File: config.mk
export PLATFORM = sky130hd
export DESIGN_NAME = acc_deshifter_mc
export DESIGN_NICKNAME = d
export VERILOG_FILES = /design/src/rtl/acc_deshift_pkg.sv /design/src/rtl/acc_deshifter_mc_deser_lane.sv /design/src/rtl/acc_deshifter_mc.sv
export SDC_FILE = /design/constraint.sdc
export NUM_CORES = 1
export LEC_CHECK = 0
export CELL_PAD_IN_SITES_DETAIL_PLACEMENT = 1
export CELL_PAD_IN_SITES_GLOBAL_PLACEMENT = 1
export CORE_MARGIN = 5
export CORE_UTILIZATION = 38
export CTS_BUF_LIST = sky130_fd_sc_hd__clkbuf_2
export DETAILED_ROUTE_END_ITERATION = 7
export PLACE_DENSITY = 0.77
export SLEW_MARGIN = 20
export SYNTH_ARGS = -nofsm -noshare
export SYNTH_HDL_FRONTEND = slang
export SYNTH_SLANG_ARGS = --single-unit
File: constraint.sdc
create_clock -name clk -period 3.7 [get_ports clk]
set_input_delay 0.74 -clock clk [delete_from_list [all_inputs] [get_ports clk]]
set_output_delay 0.74 -clock clk [all_outputs]
set_load 0.02 [all_outputs]
File: src/rtl/acc_deshift_pkg.sv
// Shared types and helpers for the multi-channel accumulator deshifter.
package acc_deshift_pkg;

  typedef enum logic [1:0] {
    ST_IDLE  = 2'd0,
    ST_SHIFT = 2'd1,
    ST_DRAIN = 2'd2
  } state_e;

  localparam logic ACC_OVERWRITE = 1'b0;
  localparam logic ACC_ADD       = 1'b1;

  function automatic int clog2(input int value);
    int r;
    r = 0;
    while ((1 << r) < value) r++;
    return r;
  endfunction

endpackage

File: src/rtl/acc_deshifter_mc_deser_lane.sv
// One serial lane: shift register with enable; word_next exposes the value
// after this edge so the top can capture a word on the edge that completes it.
module deser_lane #(
  parameter int DATA_WIDTH = 32,
  parameter bit MSB_FIRST  = 1'b0
) (
  input  logic                  clk,
  input  logic                  reset_n,
  input  logic                  clr,
  input  logic                  shift_en,
  input  logic                  bit_in,
  output logic [DATA_WIDTH-1:0] word_next
);

  logic [DATA_WIDTH-1:0] word_reg;

  // LSB-first shifts right so the first bit ends in bit 0; MSB-first shifts left.
  always_comb begin
    word_next = word_reg;
    if (shift_en) begin
      if (MSB_FIRST) word_next = {word_reg[DATA_WIDTH-2:0], bit_in};
      else           word_next = {bit_in, word_reg[DATA_WIDTH-1:1]};
    end
  end

  always_ff @(posedge clk or negedge reset_n) begin
    if (!reset_n)  word_reg <= '0;
    else if (clr)  word_reg <= '0;
    else           word_reg <= word_next;
  end

endmodule

File: src/rtl/acc_deshifter_mc.sv
// Deserialises NUM_CH serial lanes into packed SRAM words, either overwriting
// or read-add-writing each word at consecutive addresses from start_addr.
module acc_deshifter_mc
  import acc_deshift_pkg::*;
#(
  parameter int NUM_CH     = 4,
  parameter int DATA_WIDTH = 32,
  parameter int SRAM_DEPTH = 1024,
  parameter bit MSB_FIRST  = 1'b0,
  localparam int ADDR_W    = clog2(SRAM_DEPTH)
) (
  input  logic                         clk,
  input  logic                         reset_n,
  input  logic                         shift_start,
  input  logic                         acc_mode,
  input  logic [ADDR_W-1:0]            start_addr,
  input  logic [ADDR_W-1:0]            img_size,
  output logic                         shift_idle,
  input  logic [NUM_CH-1:0]            serial_input,
  input  logic                         serial_en,
  output logic                         sram_en,
  output logic                         sram_we,
  output logic [ADDR_W-1:0]            sram_addr,
  output logic [NUM_CH*DATA_WIDTH-1:0] sram_wdata,
  input  logic [NUM_CH*DATA_WIDTH-1:0] sram_rdata
);

  localparam int BIT_W = clog2(DATA_WIDTH);
  localparam int PW    = NUM_CH * DATA_WIDTH;

  state_e            state_reg, state_next;
  logic [BIT_W-1:0]  bit_cnt_reg;
  logic [ADDR_W-1:0] word_idx_reg, base_reg, size_reg, sram_addr_reg;
  logic              mode_reg, sram_en_reg, sram_we_reg;
  logic [PW-1:0]     hold_reg, lane_next_vec, sum_vec;
  logic              start_go, shift_go, word_done, last_word;

  assign start_go  = (state_reg == ST_IDLE) && shift_start;
  assign shift_go  = (state_reg == ST_SHIFT) && serial_en;
  assign word_done = shift_go && (bit_cnt_reg == BIT_W'(DATA_WIDTH - 1));
  assign last_word = word_done && (word_idx_reg == size_reg);

  genvar gi;
  generate
    for (gi = 0; gi < NUM_CH; gi++) begin : g_lane
      deser_lane #(.DATA_WIDTH(DATA_WIDTH), .MSB_FIRST(MSB_FIRST)) u_lane (
        .clk      (clk),
        .reset_n  (reset_n),
        .clr      (start_go),
        .shift_en (shift_go),
        .bit_in   (serial_input[gi]),
        .word_next(lane_next_vec[gi*DATA_WIDTH +: DATA_WIDTH])
      );
      // Per-lane sum wraps inside its own field; no carry reaches the next lane.
      assign sum_vec[gi*DATA_WIDTH +: DATA_WIDTH] =
        hold_reg[gi*DATA_WIDTH +: DATA_WIDTH] + sram_rdata[gi*DATA_WIDTH +: DATA_WIDTH];
    end
  endgenerate

  always_ff @(posedge clk or negedge reset_n) begin
    if (!reset_n) state_reg <= ST_IDLE;
    else          state_reg <= state_next;
  end

  always_comb begin
    state_next = state_reg;
    case (state_reg)
      ST_IDLE:  if (shift_start) state_next = ST_SHIFT;
      ST_SHIFT: if (last_word)   state_next = ST_DRAIN;
      ST_DRAIN: if (sram_en_reg && sram_we_reg) state_next = ST_IDLE;
      default:  state_next = ST_IDLE;
    endcase
  end

  always_comb begin
    shift_idle = (state_reg == ST_IDLE);
    sram_wdata = (sram_we_reg && mode_reg == ACC_ADD) ? sum_vec : hold_reg;
  end

  always_ff @(posedge clk or negedge reset_n) begin
    if (!reset_n) begin
      bit_cnt_reg  <= '0;
      word_idx_reg <= '0;
      base_reg     <= '0;
      size_reg     <= '0;
      mode_reg     <= ACC_OVERWRITE;
    end else if (start_go) begin
      bit_cnt_reg  <= '0;
      word_idx_reg <= '0;
      base_reg     <= start_addr;
      size_reg     <= img_size;
      mode_reg     <= acc_mode;
    end else if (shift_go) begin
      bit_cnt_reg <= word_done ? '0 : bit_cnt_reg + 1'b1;
      if (word_done) word_idx_reg <= word_idx_reg + 1'b1;
    end
  end

  // A completed word issues a write (overwrite) or a read that is followed
  // next cycle by the write of the summed data at the same address.
  always_ff @(posedge clk or negedge reset_n) begin
    if (!reset_n) begin
      sram_en_reg   <= 1'b0;
      sram_we_reg   <= 1'b0;
      sram_addr_reg <= '0;
      hold_reg      <= '0;
    end else begin
      sram_en_reg <= 1'b0;
      sram_we_reg <= 1'b0;
      if (word_done) begin
        sram_en_reg   <= 1'b1;
        sram_we_reg   <= (mode_reg == ACC_OVERWRITE);
        sram_addr_reg <= base_reg + word_idx_reg;
        hold_reg      <= lane_next_vec;
      end else if (sram_en_reg && !sram_we_reg) begin
        sram_en_reg <= 1'b1;
        sram_we_reg <= 1'b1;
      end
    end
  end

  assign sram_en   = sram_en_reg;
  assign sram_we   = sram_we_reg;
  assign sram_addr = sram_addr_reg;

endmodule

Yosys cells after proc, flatten, opt, wreduce, memory -nomap -nowiden
Cells that the tools add are included.
- $add $sub $neg: 7
- equality and inequality tests: 7
- multiplexer cells: 22
- bitwise gates (word level): 1
- reduce and logical (&&, ||, !) cells: 13
- operators with widths (operator ; count):
    $mux W32 ; 8
    $add A32 B32 Y32 ; 4
    $mux W128 ; 1
    $mux W10 ; 3
    $mux W5 ; 3
    $add A10 B1 Y10 const B ; 1
    $add A10 B10 Y10 ; 1
    $eq A10 B10 Y1 ; 1
    $logic_and A1 B1 Y1 ; 7
    $mux W2 ; 3
    $ne A2 B2 Y1 const B ; 3
    $pmux W2 S3 ; 1
    $add A5 B1 Y5 const B ; 1
    $eq A5 B5 Y1 const B ; 1
    $reduce_bool A2 Y1 ; 2
    $mux W1 ; 3
    $reduce_and A3 Y1 ; 1
    $eq A2 B1 Y1 const B ; 1
    $eq A2 B2 Y1 const B ; 1
    $logic_not A2 Y1 ; 1
    $reduce_and A2 Y1 ; 1
    $logic_not A1 Y1 ; 1
    $not A1 Y1 ; 1
- register bits after elaboration: 306
- input bits: 157
- output and inout port bits: 141

Longest topological paths before layout
- word-level depth: 6
- gate-level depth with buffers: 12
- depth with buffers taken out: 12

By module
Synthesis repeated with hierarchy kept, for this count alone.
- cell total of the unflattened synthesis: 2355
- area total of the unflattened synthesis: 21117.8 µm²
- by module, submodules not included (module ; times used ; cells each ; area each (µm²) ; seq. area each (µm²)):
    acc_deshifter_mc ; 1 ; 1943 ; 14996.9 ; 4454.3
    deser_lane ; 4 ; 103 ; 1530.2 ; 800.8

Worst setup path after synthesis
Ideal clock, no wire load.
- path type: input port to output port
- from: input port sram_rdata[32]
- to: output port sram_wdata[62]
- arrival: 3.552 ns
- slack: -0.592 ns
- stages: 11
- buffers on the path: 0
- cells stage by stage: ha_1 -> fa_1 -> a21o_1 -> a21oi_1 -> o21bai_1 -> a31oi_1 -> nor4b_1 -> o21a_1 -> nor3_1 -> a21oi_1 -> o311ai_0
- longest elaborated chain between the ends: 2
- ends and longest elaborated chain (element ; line ; RTL):
    start: declaration ; acc_deshifter_mc.sv:25 ; input logic [NUM_CH*DATA_WIDTH-1:0] sram_rdata
    $add A32 B32 Y32 ; acc_deshifter_mc.sv:56 ; hold_reg[gi*DATA_WIDTH +: DATA_WIDTH] + sram_rdata[gi*DATA_WIDTH +: DATA_WIDTH];
    $mux W128 ; acc_deshifter_mc.sv:77 ; sram_wdata = (sram_we_reg && mode_reg == ACC_ADD) ? sum_vec : hold_reg;
    end: declaration ; acc_deshifter_mc.sv:24 ; output logic [NUM_CH*DATA_WIDTH-1:0] sram_wdata,
Every way passes these cells.

Final worst setup path
- from: register hold_reg[64]
- to: output port sram_wdata[94]
- longest elaborated chain between the ends: 2
- ends and longest elaborated chain (element ; line ; RTL):
    start: declaration ; acc_deshifter_mc.sv:35 ; logic [PW-1:0] hold_reg, lane_next_vec, sum_vec;
    start signal: assignment ; acc_deshifter_mc.sv:114 ; hold_reg <= lane_next_vec;
    $add A32 B32 Y32 ; acc_deshifter_mc.sv:56 ;
    $mux W128 ; acc_deshifter_mc.sv:77 ;
Every way passes these cells.

==> reports/results.ini <==
[status]
violations = setup timing
status = finished, violations left

[drt]
ant_nets = 0
num_vias = 19873
routed_wl_um = 75500
wl_per_cell_um = 20.7
firstDrtPassIters = 5
drt_iter0_drc = 946
drc = 0
vias_per_cell = 5.44

[pwr]
power_density_nw_per_um2 = 562
p_leak_nw = 14.4
combinationalPowerShare = 0.517
clockPowerShare = 0.157
p_int_mw = 9.20
swShare = 0.424
ir_drop_v = 0.000377
p_switching_mw = 6.77
pwr-share-seq = 0.326
total_power_mw = 16.0

[run]
drv_cap = 0

[timing]
hold_violations = 0
setup_violations = 103
worst_slack_ns = -1.26
max_slew_margin = 0.440
maxSlewViolCount = 0
fin_skew_ns = 0.0788
worstMarginPinSlew_ns = 0.841
final.period_utilization = 1.34
period_minus_slack_ns = 4.96
fin_setup_tns_ns = -69.17
timing.fmax_mhz = 202
rsz0062_at_grt = yes

[worst_setup_path]
cp-start-kind = flip-flop
critPathKind = flip-flop to primary output
crit_path_end_kind = primary output
r2r_start = word_idx_reg[0]
cp_max_fo = 3
r2r-end = sram_addr[8]
crit_required_ns = 2.96
cp_data_arrival_time_ns = 4.22
startpoint = hold_reg[64]
r2r_cells = 11
r2r_slack_ns = 0.97

[synth]
synth_fp_nets = 2498
syn_area_sq_um = 18900
synth_edf_count = 0
ys_seq_area_frac = 0.399
ys.flop_type = dfrtp_1
syn_area_per_cell_sq_um = 8.60
synthDistinctLibCells = 85
synth_seq_cells = 302
synthArstFlopShare = 1.00
syn_inst = 2200
yosysWarnings = 0

[place]
pre_cts_ws_ns = -1.62
hpwl_um = 49800
placedCellCount = 3449
gp_congestion = 0.915
port-buffer-count = 297

[grt]
grt_use_total = 0.259
grt_overflow = 0
grt_pass1_vias = 21673
grt_max_degree = 132
antenna_found_initial = 10
grt_pass1_wl_um = 114000

[hold_path]
holdCritStartpoint = start_addr[9]
hold_end = base_reg[9]
hold_class = primary input to flip-flop
worstHoldPathCells = 3

[finish]
final_cells = 3651
largest_reg_flops = 128
nets = 3219
syn2layout_area_growth_pct = 50.2
seqCellArea_sq_um = 7560
final_layout_size_suffix_gt1_frac = 0.324
fillers = 5728
multi_input_area_sq_um = 12600

[die]
ios = 298
dieArea_sq_um = 54400
fp.dieH_um = 233
start_util = 0.386
num_rows = 81
die_x_um = 233
core-area_sq_um = 49100

[clocking]
numClockSinks = 302
clock_path_buffers = 3
htree_levels = 3
cts_buffers = 85
root_buffer = clkbuf_2
cts_tree = yes
clk_latency_ns = 1.03
clk_pin_slew_ns = 0.09

## critical path: stages, from the launching register on
cell and delay (ns):
dfrtp_1 0.43, ha_4 0.18, fa_2 0.38, a21oi_4 0.16, o21ai_2 0.08, a21oi_2 0.20, nor4bb_2 0.08, o22a_1 0.20
or4_4 0.43, a311oi_4 0.34, o211ai_1 0.19, xnor2_1 0.18, o21ai_2 0.20, buf_6 0.14
## cells in the mapped netlist, types with 4 or more instances
library cell	number	share of area
buf_1	7	0.0014
clkbuf_1	97	0.019
mux2_2	4	0.0024
fa_1	5	0.0053
ha_1	136	0.090
a21o_2	5	0.0023
inv_1	34	0.0067
o21a_1	13	0.0052
nor3_1	18	0.0048
nor2b_1	9	0.0030
o21bai_1	21	0.0083
and3_1	12	0.0040
a31oi_1	16	0.0053
nand3_1	24	0.0063
nand3b_1	4	0.0016
o21ai_1	13	0.0034
a21o_1	63	0.025
nand4_1	18	0.0060
or3_1	8	0.0026
nor4b_1	4	0.0019
a21oi_1	115	0.030
o21ai_0	155	0.041
a22o_1	127	0.059
nand2_1	670	0.13
a211oi_1	11	0.0044
dfrtp_1	302	0.40
nor2_1	63	0.012
o211ai_1	8	0.0032
and2_1	4	0.0013
xnor2_1	77	0.036
nor3b_1	8	0.0032
a211o_1	5	0.0023
xor2_1	60	0.028
o31ai_1	11	0.0044
nand2b_1	5	0.0017
## cell type report
cell class              instances  area share
flip-flops and latches        302       0.266
inverters                      34     0.00449
clock inverters                32     0.00665
well taps                     664      0.0292
diodes                          6    0.000528
clock buffers                 115      0.0203
repair buffers                742       0.230
multi-input cells            1756       0.442
## repair_timing
| item | 4_1_cts | 5_1_grt |
|---|---|---|
| buffers inserted | 51 | 33 |
| setup endpoints to repair | 127 | 115 |
| pin swaps | 145 | 153 |
| endpoints found under the hold margin | 74 | 0 |
| hold buffers | 1 | 0 |
| gates cloned | 0 | 0 |
| gates resized for setup | 822 | 181 |
## power groups by stage
| stage | Combinational, mW | Clock, mW | Sequential (mW) |
|---|---|---|---|
| after floorplan | 4.11 | 0 | 5.00 |
| after global placement | 7.10 | 0 | 5.18 |
| after detailed placement | 7.37 | 0 | 5.23 |
| after CTS | 7.72 | 2.60 | 5.18 |
| after global routing | 8.90 | 2.80 | 5.33 |
| final | 8.26 | 2.50 | 5.20 |
## cells in the final DEF (no fill, tap or decap), types with 52 or more instances in the layout
master	synthesis	routed
nand2_1	670	660
buf_4	0	433
dfrtp_1	302	296
clkdlybuf4s50_1	0	171
a22o_1	127	127
clkbuf_2	0	119
ha_1	136	111
buf_6	1	94
a21oi_1	115	80
a21o_1	63	62
o21ai_0	155	62
xnor2_1	77	55
o21ai_1	13	54
nor2_1	63	52
## logic make-up after synthesis
group | count (synthesis) | share of synthesized area
adders and majority gates | 141 | 0.0952
AOI/OAI and AO/OA | 608 | 0.220
and+or+nand+nor | 864 | 0.189
buffers and inverters | 142 | 0.0296
muxes | 6 | 0.00344
DFF | 302 | 0.399
xor gates and xnor gates | 137 | 0.0634
## through the flow
| step | utilization | cell area [sq um] | hold slack (ns) |
|---|---|---|---|
| after detailed placement | 0.524 | 25700 | 0.471 |
| final | 0.579 | 28400 | 0.263 |
| after global routing | 0.579 | 28400 | 0.176 |
| after global placement | 0.524 | 25700 | 0.458 |
| after floorplan | - | 19200 | 0.440 |
| after CTS | 0.561 | 27500 | 0.110 |
## worst max-delay path by stage
stage                     endpoint
finish              sram_wdata[94]
global placement    sram_wdata[94]
floorplan           sram_wdata[94]
CTS                 sram_wdata[94]
global route        sram_wdata[94]
detailed placement  sram_wdata[94]
## metal layers
metal	track usage	up-vias	routed length (um)
li1	-	9182	-
met1	0.310	9969	30600
met2	0.459	542	38500
met3	0.0492	170	3850
met4	0.0989	10	2520
met5	0	-	62
Note: power is estimated with default switching activity, not from simulation.
==> RTL edit, RTL diff (same flow settings) <==
Re-encode `state_e` (3 states) as one-hot, 3 bits wide.
--- a/src/rtl/acc_deshift_pkg.sv
+++ b/src/rtl/acc_deshift_pkg.sv
@@ -1,10 +1,10 @@
 // Shared types and helpers for the multi-channel accumulator deshifter.
 package acc_deshift_pkg;
 
-  typedef enum logic [1:0] {
-    ST_IDLE  = 2'd0,
-    ST_SHIFT = 2'd1,
-    ST_DRAIN = 2'd2
+  typedef enum logic [2:0] {
+    ST_IDLE  = 3'b001,
+    ST_SHIFT = 3'b010,
+    ST_DRAIN = 3'b100
   } state_e;
 
   localparam logic ACC_OVERWRITE = 1'b0;
Formal check against the unedited RTL: no difference found for any inputs over 10 cycles, from zero or initial values and one cycle with reset_n low; not proved beyond that.
==> RTL edit against the unedited design <==
- routed wire length rose by 8.1%
- non-clock buffer count rose by 75
- fmax rose by 3.7%
- setup slack improved by 0.18 ns
- sequential share of layout area fell by 0.74 points
- design area rose by 3.2%
- synthesized area barely moved
- critical path type unchanged
- largest cell class unchanged
- sequential cell count rose by 1
- highest routed layer unchanged
- utilization rose by 1.7 points
- register-to-register slack improved by 0.11 ns
- the flow still finishes with violations (negative setup slack)
- via count rose by 3.6%
- die area barely moved
Power is not compared: it rests on default switching activity, and its combinational part moved more than twofold at a synthesized area within 25%.
==> RTL edit: results (changes against the unedited design) <==
Timing
  – Setup violations, final: 100 (-2.9%)
  – Setup Skew: 0.09575 ns (+0.01691 ns)
  – Final TNS setup: -61.60 ns (+7.567 ns)
  – PnR worst setup slack: -1.081 ns (+0.1788 ns)

Routing
  – Routed Wire Length: 81,700 um (+8.1%)
  – DRT iter0 DRCs: 1,261 (+33%)
  – Vias per std cell: 5.556 (+2.1%)
  – Metal-1 WL: 32,390 um (+5.8%)
  – Pre-Repair DR Iteration Count: 6 (+1)
  – Met2 wire length: 41,560 um (+8.0%)

Cells and area
  – Multi-input logic area: 12,810 sq um (+1.9%)
  – Nets: 3,267 (+1.5%)
  – Share of cells above drive strength 1: 35.88% (+3.4 points)
  – Fin cells: 3,705 (+1.5%)
  – Fillers: 5,609 (-2.1%)

Global routing
  – Global-route wire length before repair: 119,700 um (+4.7%)
  – Vias in the first global route: 22.26k (+2.7%)
  – Largest net degree at the start of global routing: 150 (+14%)
  – Gr usage total: 26.96% (+1.1 points)

Placed design
  – Cell Area, Placed: 25,830 sq um (+0.54%)
  – Pre-CTS setup slack: -1.390 ns (+0.2288 ns)

Yosys
  – Avg Synthesized Cell Area: 8.700 sq um (+1.1%)
  – Seq/Total Area, Yosys: 40.06% (+0.12 points)
  – Synth area leaders: dfrtp_1 40%, nand2_1 12%, ha_1 9.0%
  – Compound-Gate Fraction of Synth Area: 22.21% (+0.22 points)
  – Xor/xnor share of the synthesized area: 6.431% (+0.090 points)
  – Adder-cell share of the synthesized area: 9.517% (about the same)
  – Synth cell types: 74 (-13%)
  – Top cells by count, synth: 614 x nand2_1, 302 x dfrtp_1, 141 x o21ai_0

Setup path
  – FF-to-FF path depth: 6 (-5)
  – WP data arrival: 4.04 ns (-0.18 ns)

Clock network
  – Clk slew on worst S/H paths: 0.11 ns (+0.02 ns)

Status
  – Failing checks: negative setup slack
  – Outcome: finished, violations left
RTL edit: repair_timing:
item | CTS | global route
hold buffers | 1 | 0
gates resized for setup | 919 | 182
endpoints found under the setup margin | 127 | 121
cloned | 2 | 1
setup buffers | 86 | 52
pin swaps | 213 | 198
hold endpoints to repair | 93 | 0
RTL edit: area by class of cell:
class | instances | share of cell area (%)
Timing Repair Buffer | 817 | 24.45
Tap cell | 664 | 2.834
Antenna cell | 6 | 0.05121
Inverter | 31 | 0.3969
Sequential cell | 303 | 25.89
Clock inverter | 29 | 0.5548
Multi-Input combinational cell | 1731 | 43.71
Clock buffer | 124 | 2.117
RTL edit: worst paths after layout:
path,from,endpoint,slack [ns]
max,hold_reg[64],sram_wdata[86],-1.08
min,serial_input[3],hold_reg[127],0.26
max reg2reg,state_reg[0],g_lane[0].u_lane.word_reg[28],1.08
min reg2reg,g_lane[3].u_lane.word_reg[29],hold_reg[124],0.47
max in group asynchronous,reset_n,g_lane[3].u_lane.word_reg[10],2.39
min in group asynchronous,reset_n,word_idx_reg[3],0.35
RTL edit: routing by layer:
layer,track usage (%),vias to the layer above
met2,48.12,645
met5,0,-
li1,-,9311
met4,9.359,4
met1,33.08,10370
met3,4.254,257
RTL edit: critical path: stages, from the launching register on:
cell      delay, ns
dfrtp_1        0.43
ha_4           0.19
fa_2           0.36
a21oi_2        0.17
o211ai_1       0.15
a31o_4         0.26
and3_4         0.15
a221o_2        0.37
buf_4          0.15
buf_6          0.10
buf_6          0.10
buf_6          0.11
a21oi_4        0.11
xor2_1         0.17
o21ai_1        0.09
buf_4          0.16
RTL edit: power by group:
part | switching [W] | internal (W)
registers | 0.000140 | 0.00347
clock network | 0.00156 | 0.000980
logic | 0.000881 | 0.000703
